==> config.mk <==
export PLATFORM = sky130hd
export DESIGN_NAME = axi4lite_regfile_flat
export DESIGN_NICKNAME = d
export VERILOG_FILES = /design/src/rtl/axi4lite_regfile_if.sv /design/src/rtl/axi4lite_regfile.sv /design/src/flat_wrapper.sv
export SDC_FILE = /design/constraint.sdc
export NUM_CORES = 1
export LEC_CHECK = 0
export ABC_CLOCK_PERIOD_IN_PS = 7400
export CAP_MARGIN = 20
export CORE_MARGIN = 4
export CORE_UTILIZATION = 40
export DETAILED_ROUTE_END_ITERATION = 10
export PLACE_DENSITY_LB_ADDON = 0.05
export SYNTH_ARGS = -nofsm -noshare
export SYNTH_HDL_FRONTEND = slang
export SYNTH_SLANG_ARGS = --single-unit
==> constraint.sdc <==
create_clock -name wb_clk_i -period 7.4 [get_ports wb_clk_i]
set_input_delay 0.74 -clock wb_clk_i [delete_from_list [all_inputs] [get_ports wb_clk_i]]
set_output_delay 0.74 -clock wb_clk_i [all_outputs]
set_load 0.02 [all_outputs]
==> src/rtl/axi4lite_regfile_if.sv <==
`default_nettype none
// ============================================================================
// Module      : axi4lite_regfile_if
// Description : AXI4-Lite AW/W/B/AR/R channel bundle between the upstream
//               Wishbone bridge (master) and the register file (slave).
// Revision    : 1.0 - initial release
// ============================================================================
interface axi4lite_regfile_if #(
  parameter int AW = 32,
  parameter int DW = 32
) ();
  logic            s_axi_awvalid;
  logic            s_axi_awready;
  logic [AW-1:0]   s_axi_awaddr;
  logic [2:0]      s_axi_awprot;
  logic            s_axi_wvalid;
  logic            s_axi_wready;
  logic [DW-1:0]   s_axi_wdata;
  logic [DW/8-1:0] s_axi_wstrb;
  logic            s_axi_bvalid;
  logic            s_axi_bready;
  logic [1:0]      s_axi_bresp;
  logic            s_axi_arvalid;
  logic            s_axi_arready;
  logic [AW-1:0]   s_axi_araddr;
  logic [2:0]      s_axi_arprot;
  logic            s_axi_rvalid;
  logic            s_axi_rready;
  logic [DW-1:0]   s_axi_rdata;
  logic [1:0]      s_axi_rresp;

  modport master (
    output s_axi_awvalid, s_axi_awaddr, s_axi_awprot,
    output s_axi_wvalid, s_axi_wdata, s_axi_wstrb,
    output s_axi_bready,
    output s_axi_arvalid, s_axi_araddr, s_axi_arprot,
    output s_axi_rready,
    input  s_axi_awready, s_axi_wready,
    input  s_axi_bvalid, s_axi_bresp,
    input  s_axi_arready,
    input  s_axi_rvalid, s_axi_rdata, s_axi_rresp
  );

  modport slave (
    input  s_axi_awvalid, s_axi_awaddr, s_axi_awprot,
    input  s_axi_wvalid, s_axi_wdata, s_axi_wstrb,
    input  s_axi_bready,
    input  s_axi_arvalid, s_axi_araddr, s_axi_arprot,
    input  s_axi_rready,
    output s_axi_awready, s_axi_wready,
    output s_axi_bvalid, s_axi_bresp,
    output s_axi_arready,
    output s_axi_rvalid, s_axi_rdata, s_axi_rresp
  );
endinterface
`default_nettype wire

==> src/rtl/axi4lite_regfile.sv <==
`default_nettype none
// ============================================================================
// Module      : axi4lite_regfile
// Description : AXI4-Lite slave register bank. Independent write and read
//               FSMs, byte strobes, SLVERR on writes to the read-only ID
//               register, DECERR outside the bank. Contents exported flat.
// Revision    : 1.0 - initial release
// ============================================================================
module axi4lite_regfile #(
  parameter int          DW       = 32,
  parameter int          AW       = 32,
  parameter int          NREGS    = 16,
  parameter logic [31:0] ID_VALUE = 32'h5742_4158
) (
  input  wire logic              wb_clk_i,
  input  wire logic              wb_rst_ni,
  axi4lite_regfile_if.slave      axi,
  output logic [NREGS*DW-1:0]    regs_o
);

  localparam int         c_IW     = $clog2(NREGS);
  localparam int         c_NB     = DW / 8;
  localparam logic [1:0] c_OKAY   = 2'b00;
  localparam logic [1:0] c_SLVERR = 2'b10;
  localparam logic [1:0] c_DECERR = 2'b11;

  typedef enum logic [1:0] {
    W_IDLE    = 2'd0,
    W_HAVE_AW = 2'd1,
    W_HAVE_W  = 2'd2,
    W_RESP    = 2'd3
  } w_state_t;

  typedef enum logic [0:0] {
    R_IDLE = 1'b0,
    R_RESP = 1'b1
  } r_state_t;

  function automatic logic addr_in_range(input logic [AW-1:0] a);
    return (a[AW-1:c_IW+2] == '0);
  endfunction

  function automatic logic [c_IW-1:0] addr_index(input logic [AW-1:0] a);
    return a[c_IW+1:2];
  endfunction

  // State
  w_state_t         r_w_state;
  r_state_t         r_r_state;
  logic             r_rst_sync;
  logic             r_awready;
  logic             r_wready;
  logic             r_bvalid;
  logic [1:0]       r_bresp;
  logic [AW-1:0]    r_awaddr;
  logic [DW-1:0]    r_wdata;
  logic [c_NB-1:0]  r_wstrb;
  logic             r_arready;
  logic             r_rvalid;
  logic [1:0]       r_rresp;
  logic [DW-1:0]    r_rdata;

  logic             w_aw_hs;
  logic             w_w_hs;
  logic             w_ar_hs;
  logic             w_commit;
  logic [AW-1:0]    w_commit_addr;
  logic [DW-1:0]    w_commit_data;
  logic [c_NB-1:0]  w_commit_strb;
  logic [1:0]       w_commit_resp;
  logic [c_IW-1:0]  w_commit_idx;
  logic             w_commit_ok;
  logic [DW-1:0]    w_regs [NREGS];
  logic             w_unused;

  assign w_aw_hs = axi.s_axi_awvalid & r_awready;
  assign w_w_hs  = axi.s_axi_wvalid  & r_wready;
  assign w_ar_hs = axi.s_axi_arvalid & r_arready;

  // Protection bits and byte-lane address bits carry no meaning here.
  assign w_unused = ^{axi.s_axi_awprot, axi.s_axi_arprot,
                      axi.s_axi_awaddr[1:0], axi.s_axi_araddr[1:0], r_awaddr[1:0]};

  // First reset-release stage; the registered ready flops form the second.
  always_ff @(posedge wb_clk_i or negedge wb_rst_ni) begin
    if (!wb_rst_ni) r_rst_sync <= 1'b0;
    else            r_rst_sync <= 1'b1;
  end

  // Select address/data for the write that completes this cycle, if any.
  always_comb begin
    w_commit      = 1'b0;
    w_commit_addr = axi.s_axi_awaddr;
    w_commit_data = axi.s_axi_wdata;
    w_commit_strb = axi.s_axi_wstrb;
    case (r_w_state)
      W_IDLE:    w_commit = w_aw_hs & w_w_hs;
      W_HAVE_AW: begin
        w_commit      = w_w_hs;
        w_commit_addr = r_awaddr;
      end
      W_HAVE_W:  begin
        w_commit      = w_aw_hs;
        w_commit_data = r_wdata;
        w_commit_strb = r_wstrb;
      end
      default:   w_commit = 1'b0;
    endcase
  end

  assign w_commit_idx  = addr_index(w_commit_addr);
  assign w_commit_resp = !addr_in_range(w_commit_addr) ? c_DECERR :
                         (w_commit_idx == '0)          ? c_SLVERR : c_OKAY;
  assign w_commit_ok   = w_commit & (w_commit_resp == c_OKAY);

  // Write FSM: collects AW and W in either order, then holds B until accepted.
  always_ff @(posedge wb_clk_i or negedge wb_rst_ni) begin
    if (!wb_rst_ni) begin
      r_w_state <= W_IDLE;
      r_awready <= 1'b0;
      r_wready  <= 1'b0;
      r_bvalid  <= 1'b0;
      r_bresp   <= c_OKAY;
      r_awaddr  <= '0;
      r_wdata   <= '0;
      r_wstrb   <= '0;
    end else begin
      case (r_w_state)
        W_IDLE: begin
          if (w_aw_hs && w_w_hs) begin
            r_w_state <= W_RESP;
            r_awready <= 1'b0;
            r_wready  <= 1'b0;
            r_bvalid  <= 1'b1;
            r_bresp   <= w_commit_resp;
          end else if (w_aw_hs) begin
            r_w_state <= W_HAVE_AW;
            r_awaddr  <= axi.s_axi_awaddr;
            r_awready <= 1'b0;
            r_wready  <= 1'b1;
          end else if (w_w_hs) begin
            r_w_state <= W_HAVE_W;
            r_wdata   <= axi.s_axi_wdata;
            r_wstrb   <= axi.s_axi_wstrb;
            r_awready <= 1'b1;
            r_wready  <= 1'b0;
          end else begin
            r_awready <= r_rst_sync;
            r_wready  <= r_rst_sync;
          end
        end
        W_HAVE_AW: begin
          if (w_w_hs) begin
            r_w_state <= W_RESP;
            r_wready  <= 1'b0;
            r_bvalid  <= 1'b1;
            r_bresp   <= w_commit_resp;
          end
        end
        W_HAVE_W: begin
          if (w_aw_hs) begin
            r_w_state <= W_RESP;
            r_awready <= 1'b0;
            r_bvalid  <= 1'b1;
            r_bresp   <= w_commit_resp;
          end
        end
        W_RESP: begin
          if (axi.s_axi_bready) begin
            r_w_state <= W_IDLE;
            r_bvalid  <= 1'b0;
            r_awready <= r_rst_sync;
            r_wready  <= r_rst_sync;
          end
        end
        default: begin
          r_w_state <= W_IDLE;
          r_awready <= 1'b0;
          r_wready  <= 1'b0;
          r_bvalid  <= 1'b0;
        end
      endcase
    end
  end

  // Register bank: slot 0 is the constant ID, others are byte-writable.
  for (genvar i = 0; i < NREGS; i++) begin : g_regs
    if (i == 0) begin : g_id
      assign w_regs[i] = ID_VALUE;
    end else begin : g_rw
      logic [DW-1:0] r_reg;
      // Byte-masked update when a successful write targets this slot.
      always_ff @(posedge wb_clk_i or negedge wb_rst_ni) begin
        if (!wb_rst_ni) begin
          r_reg <= '0;
        end else if (w_commit_ok && (w_commit_idx == c_IW'(i))) begin
          for (int b = 0; b < c_NB; b++) begin
            if (w_commit_strb[b]) r_reg[b*8 +: 8] <= w_commit_data[b*8 +: 8];
          end
        end
      end
      assign w_regs[i] = r_reg;
    end
    assign regs_o[i*DW +: DW] = w_regs[i];
  end

  // Read FSM: samples the bank on AR (pre-write value on a same-edge commit).
  always_ff @(posedge wb_clk_i or negedge wb_rst_ni) begin
    if (!wb_rst_ni) begin
      r_r_state <= R_IDLE;
      r_arready <= 1'b0;
      r_rvalid  <= 1'b0;
      r_rresp   <= c_OKAY;
      r_rdata   <= '0;
    end else begin
      case (r_r_state)
        R_IDLE: begin
          if (w_ar_hs) begin
            r_r_state <= R_RESP;
            r_arready <= 1'b0;
            r_rvalid  <= 1'b1;
            if (addr_in_range(axi.s_axi_araddr)) begin
              r_rdata <= w_regs[addr_index(axi.s_axi_araddr)];
              r_rresp <= c_OKAY;
            end else begin
              r_rdata <= '0;
              r_rresp <= c_DECERR;
            end
          end else begin
            r_arready <= r_rst_sync;
          end
        end
        R_RESP: begin
          if (axi.s_axi_rready) begin
            r_r_state <= R_IDLE;
            r_rvalid  <= 1'b0;
            r_arready <= r_rst_sync;
          end
        end
        default: begin
          r_r_state <= R_IDLE;
          r_arready <= 1'b0;
          r_rvalid  <= 1'b0;
        end
      endcase
    end
  end

  assign axi.s_axi_awready = r_awready;
  assign axi.s_axi_wready  = r_wready;
  assign axi.s_axi_bvalid  = r_bvalid;
  assign axi.s_axi_bresp   = r_bresp;
  assign axi.s_axi_arready = r_arready;
  assign axi.s_axi_rvalid  = r_rvalid;
  assign axi.s_axi_rdata   = r_rdata;
  assign axi.s_axi_rresp   = r_rresp;

endmodule
`default_nettype wire
==> src/flat_wrapper.sv <==
// flat-port wrapper written by rule: the top's interface ports become plain ports
module axi4lite_regfile_flat 
#(
  parameter int          DW       = 32,
  parameter int          AW       = 32,
  parameter int          NREGS    = 16,
  parameter logic [31:0] ID_VALUE = 32'h5742_4158
)
  (wb_clk_i, wb_rst_ni, regs_o, axi_s_axi_awvalid, axi_s_axi_awaddr, axi_s_axi_awprot, axi_s_axi_wvalid, axi_s_axi_wdata, axi_s_axi_wstrb, axi_s_axi_bready, axi_s_axi_arvalid, axi_s_axi_araddr, axi_s_axi_arprot, axi_s_axi_rready, axi_s_axi_awready, axi_s_axi_wready, axi_s_axi_bvalid, axi_s_axi_bresp, axi_s_axi_arready, axi_s_axi_rvalid, axi_s_axi_rdata, axi_s_axi_rresp);
  axi4lite_regfile_if #(.AW(AW), .DW(DW)) axi_i ();
  input  wire logic wb_clk_i;
  input  wire logic wb_rst_ni;
  output logic [NREGS*DW-1:0] regs_o;
  input wire logic [$bits(axi_i.s_axi_awvalid)-1:0] axi_s_axi_awvalid;
  input wire logic [$bits(axi_i.s_axi_awaddr)-1:0] axi_s_axi_awaddr;
  input wire logic [$bits(axi_i.s_axi_awprot)-1:0] axi_s_axi_awprot;
  input wire logic [$bits(axi_i.s_axi_wvalid)-1:0] axi_s_axi_wvalid;
  input wire logic [$bits(axi_i.s_axi_wdata)-1:0] axi_s_axi_wdata;
  input wire logic [$bits(axi_i.s_axi_wstrb)-1:0] axi_s_axi_wstrb;
  input wire logic [$bits(axi_i.s_axi_bready)-1:0] axi_s_axi_bready;
  input wire logic [$bits(axi_i.s_axi_arvalid)-1:0] axi_s_axi_arvalid;
  input wire logic [$bits(axi_i.s_axi_araddr)-1:0] axi_s_axi_araddr;
  input wire logic [$bits(axi_i.s_axi_arprot)-1:0] axi_s_axi_arprot;
  input wire logic [$bits(axi_i.s_axi_rready)-1:0] axi_s_axi_rready;
  output wire logic [$bits(axi_i.s_axi_awready)-1:0] axi_s_axi_awready;
  output wire logic [$bits(axi_i.s_axi_wready)-1:0] axi_s_axi_wready;
  output wire logic [$bits(axi_i.s_axi_bvalid)-1:0] axi_s_axi_bvalid;
  output wire logic [$bits(axi_i.s_axi_bresp)-1:0] axi_s_axi_bresp;
  output wire logic [$bits(axi_i.s_axi_arready)-1:0] axi_s_axi_arready;
  output wire logic [$bits(axi_i.s_axi_rvalid)-1:0] axi_s_axi_rvalid;
  output wire logic [$bits(axi_i.s_axi_rdata)-1:0] axi_s_axi_rdata;
  output wire logic [$bits(axi_i.s_axi_rresp)-1:0] axi_s_axi_rresp;
  assign axi_i.s_axi_awvalid = axi_s_axi_awvalid;
  assign axi_i.s_axi_awaddr = axi_s_axi_awaddr;
  assign axi_i.s_axi_awprot = axi_s_axi_awprot;
  assign axi_i.s_axi_wvalid = axi_s_axi_wvalid;
  assign axi_i.s_axi_wdata = axi_s_axi_wdata;
  assign axi_i.s_axi_wstrb = axi_s_axi_wstrb;
  assign axi_i.s_axi_bready = axi_s_axi_bready;
  assign axi_i.s_axi_arvalid = axi_s_axi_arvalid;
  assign axi_i.s_axi_araddr = axi_s_axi_araddr;
  assign axi_i.s_axi_arprot = axi_s_axi_arprot;
  assign axi_i.s_axi_rready = axi_s_axi_rready;
  assign axi_s_axi_awready = axi_i.s_axi_awready;
  assign axi_s_axi_wready = axi_i.s_axi_wready;
  assign axi_s_axi_bvalid = axi_i.s_axi_bvalid;
  assign axi_s_axi_bresp = axi_i.s_axi_bresp;
  assign axi_s_axi_arready = axi_i.s_axi_arready;
  assign axi_s_axi_rvalid = axi_i.s_axi_rvalid;
  assign axi_s_axi_rdata = axi_i.s_axi_rdata;
  assign axi_s_axi_rresp = axi_i.s_axi_rresp;
  axi4lite_regfile #(.DW(DW), .AW(AW), .NREGS(NREGS), .ID_VALUE(ID_VALUE)) u_core (.wb_clk_i(wb_clk_i), .wb_rst_ni(wb_rst_ni), .axi(axi_i), .regs_o(regs_o));
endmodule
* Word-level counts from Yosys, hierarchy flattened
Cells that the tools add are included.
Storage, ports and cells: bits in registers 593, logic and storage cells 249, output and inout port bits 553, bits of input ports 113
Operators by class: $lt $le $gt $ge 1, equality and inequality tests 25, bitwise operators 9, muxes and demuxes 47, reductions and logical operators 93
Operators with widths (number):
- two-way mux 32 bit | 5
- binary-select mux 32 bit (select 4 bit) | 1
- AND reduction 2 bit | 62
- logical NOT 26 bit | 2
- equality test 4 bit, second input constant | 8
- two-way mux 2 bit | 12
- two-way mux 1 bit | 19
- equality test 4 x 3 -> 1 bit, second input constant | 4
- logical AND 1 bit | 16
- AND reduction 4 bit | 4
- case mux 1 bit (3 select lines) | 3
- AND reduction 3 bit | 3
- nonzero test 3 bit | 3
- equality test 4 x 2 -> 1 bit, second input constant | 2
- inequality test 2 x 1 -> 1 bit, second input constant | 4
- case mux 2 bit (4 select lines) | 1
- case mux 1 bit (2 select lines) | 3
- case mux 2 bit (3 select lines) | 1
- AND 1 bit | 5
- >= comparator 5 bit, second input constant | 1
- inverter 4 -> 5 bit | 1
- equality test 2 bit, second input constant | 2
- equality test 4 x 1 -> 1 bit, second input constant | 1
- logical NOT 2 bit | 2
- other kinds (7) | 10

* Logic depth before layout (Yosys ltp)
depth after elaboration 9, depth in mapped cells 11, depth with buffers taken out 7

* Worst setup path before layout
No wires, ideal clock.
path type input port to flip-flop, start point in axi_s_axi_araddr[2], end point reg u_core.r_rdata[10], in the netlist u_core.axi.s_axi_rdata[10], data required time 7279 ps, setup time 121 ps, data arrival time 2967 ps, stages on the path 6, setup slack 4312 ps, path buffers 3, cells stage by stage clkbuf_1 clkbuf_1 buf_1 mux4_2 mux4_2 a22o_1
On the way: cells in the longest elaborated chain, start to end 5
Ends and longest elaborated chain:
- start: declaration | line flat_wrapper.sv:22 | input wire logic [$bits(axi_i.s_axi_araddr)-1:0] axi_s_axi_araddr;
- inverter 4 -> 5 bit (not written as such) | line axi4lite_regfile.sv:223 | r_rdata <= w_regs[addr_index(axi.s_axi_araddr)];
- binary-select mux 32 bit (select 4 bit) | line axi4lite_regfile.sv:223
- two-way mux 32 bit (not written as such) (2 in a row) | line axi4lite_regfile.sv:223
- two-way mux 32 bit | line axi4lite_regfile.sv:222 | if (addr_in_range(axi.s_axi_araddr)) begin
- end signal: assignment | line axi4lite_regfile.sv:223
- end: declaration | line axi4lite_regfile.sv:61 | logic [DW-1:0] r_rdata;
Every way passes these cells. The select of a mux whose other input is x is not followed. A chain may end at the register's enable or synchronous reset.

* Worst setup path after layout
start point reg u_core.r_w_state[1], end point reg u_core.g_regs[10].g_rw.r_reg[9]
On the way: cells in the longest elaborated chain, start to end 9
Ends and longest elaborated chain:
- start: declaration | line axi4lite_regfile.sv:48 | w_state_t r_w_state;
- start signal: assignment | line axi4lite_regfile.sv:119 | r_w_state <= W_IDLE;
- start signal: assignment | line axi4lite_regfile.sv:131 | r_w_state <= W_RESP;
- start signal: assignment | line axi4lite_regfile.sv:137 | r_w_state <= W_HAVE_AW;
- equality test 2 x 1 -> 1 bit | line axi4lite_regfile.sv:96 | case (r_w_state)
- two-way mux 32 bit | line axi4lite_regfile.sv:96
- logical NOT 4 bit | line axi4lite_regfile.sv:113 | (w_commit_idx == '0) ? c_SLVERR : c_OKAY;
- two-way mux 2 bit | line axi4lite_regfile.sv:113
- two-way mux 2 bit | line axi4lite_regfile.sv:112 | assign w_commit_resp = !addr_in_range(w_commit_addr) ? c_DECERR :
- logical NOT 2 bit | line axi4lite_regfile.sv:114 | assign w_commit_ok = w_commit & (w_commit_resp == c_OKAY);
- AND 1 bit | line axi4lite_regfile.sv:114
- logical AND 1 bit | line axi4lite_regfile.sv:196 | end else if (w_commit_ok && (w_commit_idx == c_IW'(i))) begin
- AND reduction 2 bit (no source line)
- end signal: indexed assignment | line axi4lite_regfile.sv:198 | if (w_commit_strb[b]) r_reg[b*8 +: 8] <= w_commit_data[b*8 +: 8];
- end: declaration | line axi4lite_regfile.sv:191 | logic [DW-1:0] r_reg;
Parallel ways exist; a longest one is shown, timed or not.

==> impl_metrics.tcl <==
set metrics [dict create \
    status "finished, final reports clean" \
    switching_share_pct 28.6 \
    yosysUniqueCellTypes 48 \
    via_count 18800 \
    internal_power_w 0.00600 \
    area_growth_syn_to_layout_pct 33.8 \
    antenna_found_initial 6 \
    min_period_ns 4.39 \
    startpoint_type "register" \
    r2r_cells 9 \
    rsz0062_at_grt "no" \
    cp_max_fo 30 \
    placed_area_mm2 0.0350 \
    endpoint_kind "register" \
    viasPerCell 5.54 \
    ys_top_cells_by_count "dfrtp_1 (590), mux2_2 (581), mux4_2 (128)" \
    yosysWarnings 0 \
    hpwlAfterDp_um 67500 \
    power_w 0.00839 \
    tns_ns 0 \
    cap_violations 0 \
    ys_async_sr_fraction_pct 100 \
    p_per_area_mw_per_mm2 226 \
    route.detailed.drc 0 \
    ys_ff_latch 590 \
    max_slew_margin_pct 19.5 \
    synth_area_mm2 0.0278 \
    grt_pass1_vias 20100 \
    fmax_mhz 228 \
    grt_overflow 0 \
    p_seq_share_pct 42.2 \
    grtUsageTotal_pct 26.9 \
    gp_congestion 0.852 \
    cts_root_buf "clkbuf_16" \
    peakVddDrop_mv 0.171 \
    rows 96 \
    worst_ep_required_time_ns 7.86 \
    finalSetupViolations 0 \
    whs_ns 0.168 \
    cts-hold-fix-buffers 0 \
    slew_violations 0 \
    final_layout_size_suffix_gt1_share_pct 37.1 \
    postRouteAntennaNets 0 \
    fillCellCount 5730 \
    post-route-period-util_pct 59.3 \
    largest_reg_flops 480 \
    total_leakage_power_nw 16.3 \
    synth_top_area_share_pct 53.1 \
    yosys-top-cells-area "dfrtp_1 (53%), mux2_2 (24%), mux4_2 (10%)" \
    ff_latch_area_mm2 0.0148 \
    cts.sinks 590 \
    cts_tree "built" \
    wirelength_um 101000 \
    syn_avg_cell_area_um2 15.4 \
    ys_seq_area_share_pct 53.1 \
    hold_path_class "primary input to async pin" \
    netlist_instances 1806 \
    reg2reg_slack_ns 3.01 \
    portBuffers 623 \
    htree_levels 3 \
    multi_input_area_mm2 0.0125 \
    cts_resized 0 \
    core_area_mm2 0.0688 \
    die_area_mm2 0.0739 \
    postCtsSetupBuffers 0 \
    timing.rr.start "u_core.r_w_state[1]" \
    p_comb_share_pct 17.1 \
    r2r-end "u_core.g_regs[10].g_rw.r_reg[9]" \
    grt_pass1_wl_um 146000 \
    post_drt_wl_per_cell_um 29.6 \
    cp-startpoint "u_core.r_w_state[1]" \
    critPathArrivalTime_ns 4.85 \
    drtIter0Drc 1025 \
    final_cell_area_mm2 0.0372 \
    ys.flop_type "dfrtp_1" \
    start_util_pct 40.4 \
    yosys.area.top_type "dfrtp_1" \
    critPathCapture "u_core.g_regs[10].g_rw.r_reg[9]" \
    crit_type "register to register" \
    hold_violations 0 \
    switching_power_w 0.00240 \
    pin_count 666 \
    fp.dieH_um 272 \
    clk_latency_ns 0.60 \
    synth_most_common_cell "dfrtp_1" \
    skew_ns 0.0250 \
    max-clock-path-buffers 3 \
    clkSlewWorstSetupHoldPaths_ns 0.06 \
    die-width_um 272 \
    drtPass1Iterations 5 \
    synth_edf_count 0 \
    nNetsFinal 2531 \
    clockPowerShare_pct 40.7 \
    grt_max_degree 165 \
    numCtsBuffers 68 \
    worstMarginPinSlew_ns 1.21 \
]
## kinds of logic after synthesis
kind of cell / after synthesis / share of synthesized area, %
adder cells (fa/ha/maj): 6 / 0.270
buffers and inverters: 160 / 2.81
AO/OA/AOI/OAI: 163 / 6.14
AND/OR/NAND/NOR: 140 / 2.46
multiplexers: 745 / 35.2
other: 2 / 0.0270
flip-flops: 590 / 53.1
## cells in the final DEF (no fill, tap or decap), drive strengths merged, types with 5 or more instances in the layout
cell type | Yosys | final
a22o | 52 | 52
inv | 5 | 6
dfrtp | 590 | 590
nor3 | 7 | 7
buf | 63 | 41
clkinv | 0 | 9
clkbuf | 92 | 105
a21oi | 32 | 32
nor4 | 15 | 15
diode | 0 | 7
conb | 2 | 33
clkdlybuf4s50 | 0 | 618
mux2i | 19 | 19
nand2 | 63 | 63
nor2 | 20 | 20
mux2 | 598 | 598
o21ai | 5 | 5
ha | 6 | 6
or3 | 5 | 5
o2111ai | 12 | 12
mux4 | 128 | 128
nor2b | 6 | 6
nand3b | 5 | 5
a211oi | 48 | 48
## worst max-delay path, cell delays in order (launching register included)
cell and delay, ns:
dfrtp_1 0.45, inv_1 0.14, ha_1 0.69, or3b_1 0.54, a2bb2o_1 0.37, o211ai_1 0.13
buf_4 0.46, buf_4 0.67, a211oi_2 0.34, mux2_2 0.42
## cell type report
type | count | area share, %
clock buffers | 104 | 5.54
multi-input cells | 1087 | 33.5
clock inverters | 16 | 0.518
inverters | 5 | 0.0504
repair buffers | 660 | 17.6
well taps | 931 | 3.13
flip-flops and latches | 590 | 39.7
diodes | 7 | 0.0471
## per-stage QoR
stage	worst slack, ns	instances	utilization (%)
after floorplan	4.31	1837	-
after global placement	3.07	3273	50.8
after detailed placement	3.05	3273	50.8
after CTS	3.03	3393	54.1
after global routing	2.80	3397	54.1
final	3.01	3400	54.1
## worst min-delay path by stage
stage / start / to / slack [ns] / cells after the start
floorplan: wb_rst_ni / u_core.axi.s_axi_arready / 0.44 / 0
global placement: u_core.axi.s_axi_rvalid / u_core.axi.s_axi_rvalid / 0.46 / 2
detailed placement: u_core.axi.s_axi_rvalid / u_core.axi.s_axi_rvalid / 0.47 / 2
CTS: wb_rst_ni / u_core.r_wdata[28] / 0.23 / 1
global route: wb_rst_ni / u_core.g_regs[12].g_rw.r_reg[29] / 0.23 / 1
finish: wb_rst_ni / u_core.g_regs[12].g_rw.r_reg[29] / 0.17 / 1
## per-layer routing
metal / up-vias / track usage, % / routed length (um)
li1: 7979 / - / -
met1: 10100 / 34.3 / 41200
met2: 583 / 44.4 / 49200
met3: 170 / 7.26 / 6530
met4: 4 / 9.29 / 3720
met5: - / 0 / 40
## power by group through the flow
stage / logic, W / registers (W) / clock network, W
after floorplan: 0.000937 / 0.00358 / 0
after global placement: 0.00140 / 0.00358 / 0
after detailed placement: 0.00143 / 0.00360 / 0
after CTS: 0.00144 / 0.00354 / 0.00349
after global routing: 0.00155 / 0.00356 / 0.00363
final: 0.00143 / 0.00354 / 0.00342
Note: power is estimated with default switching activity, not from simulation.
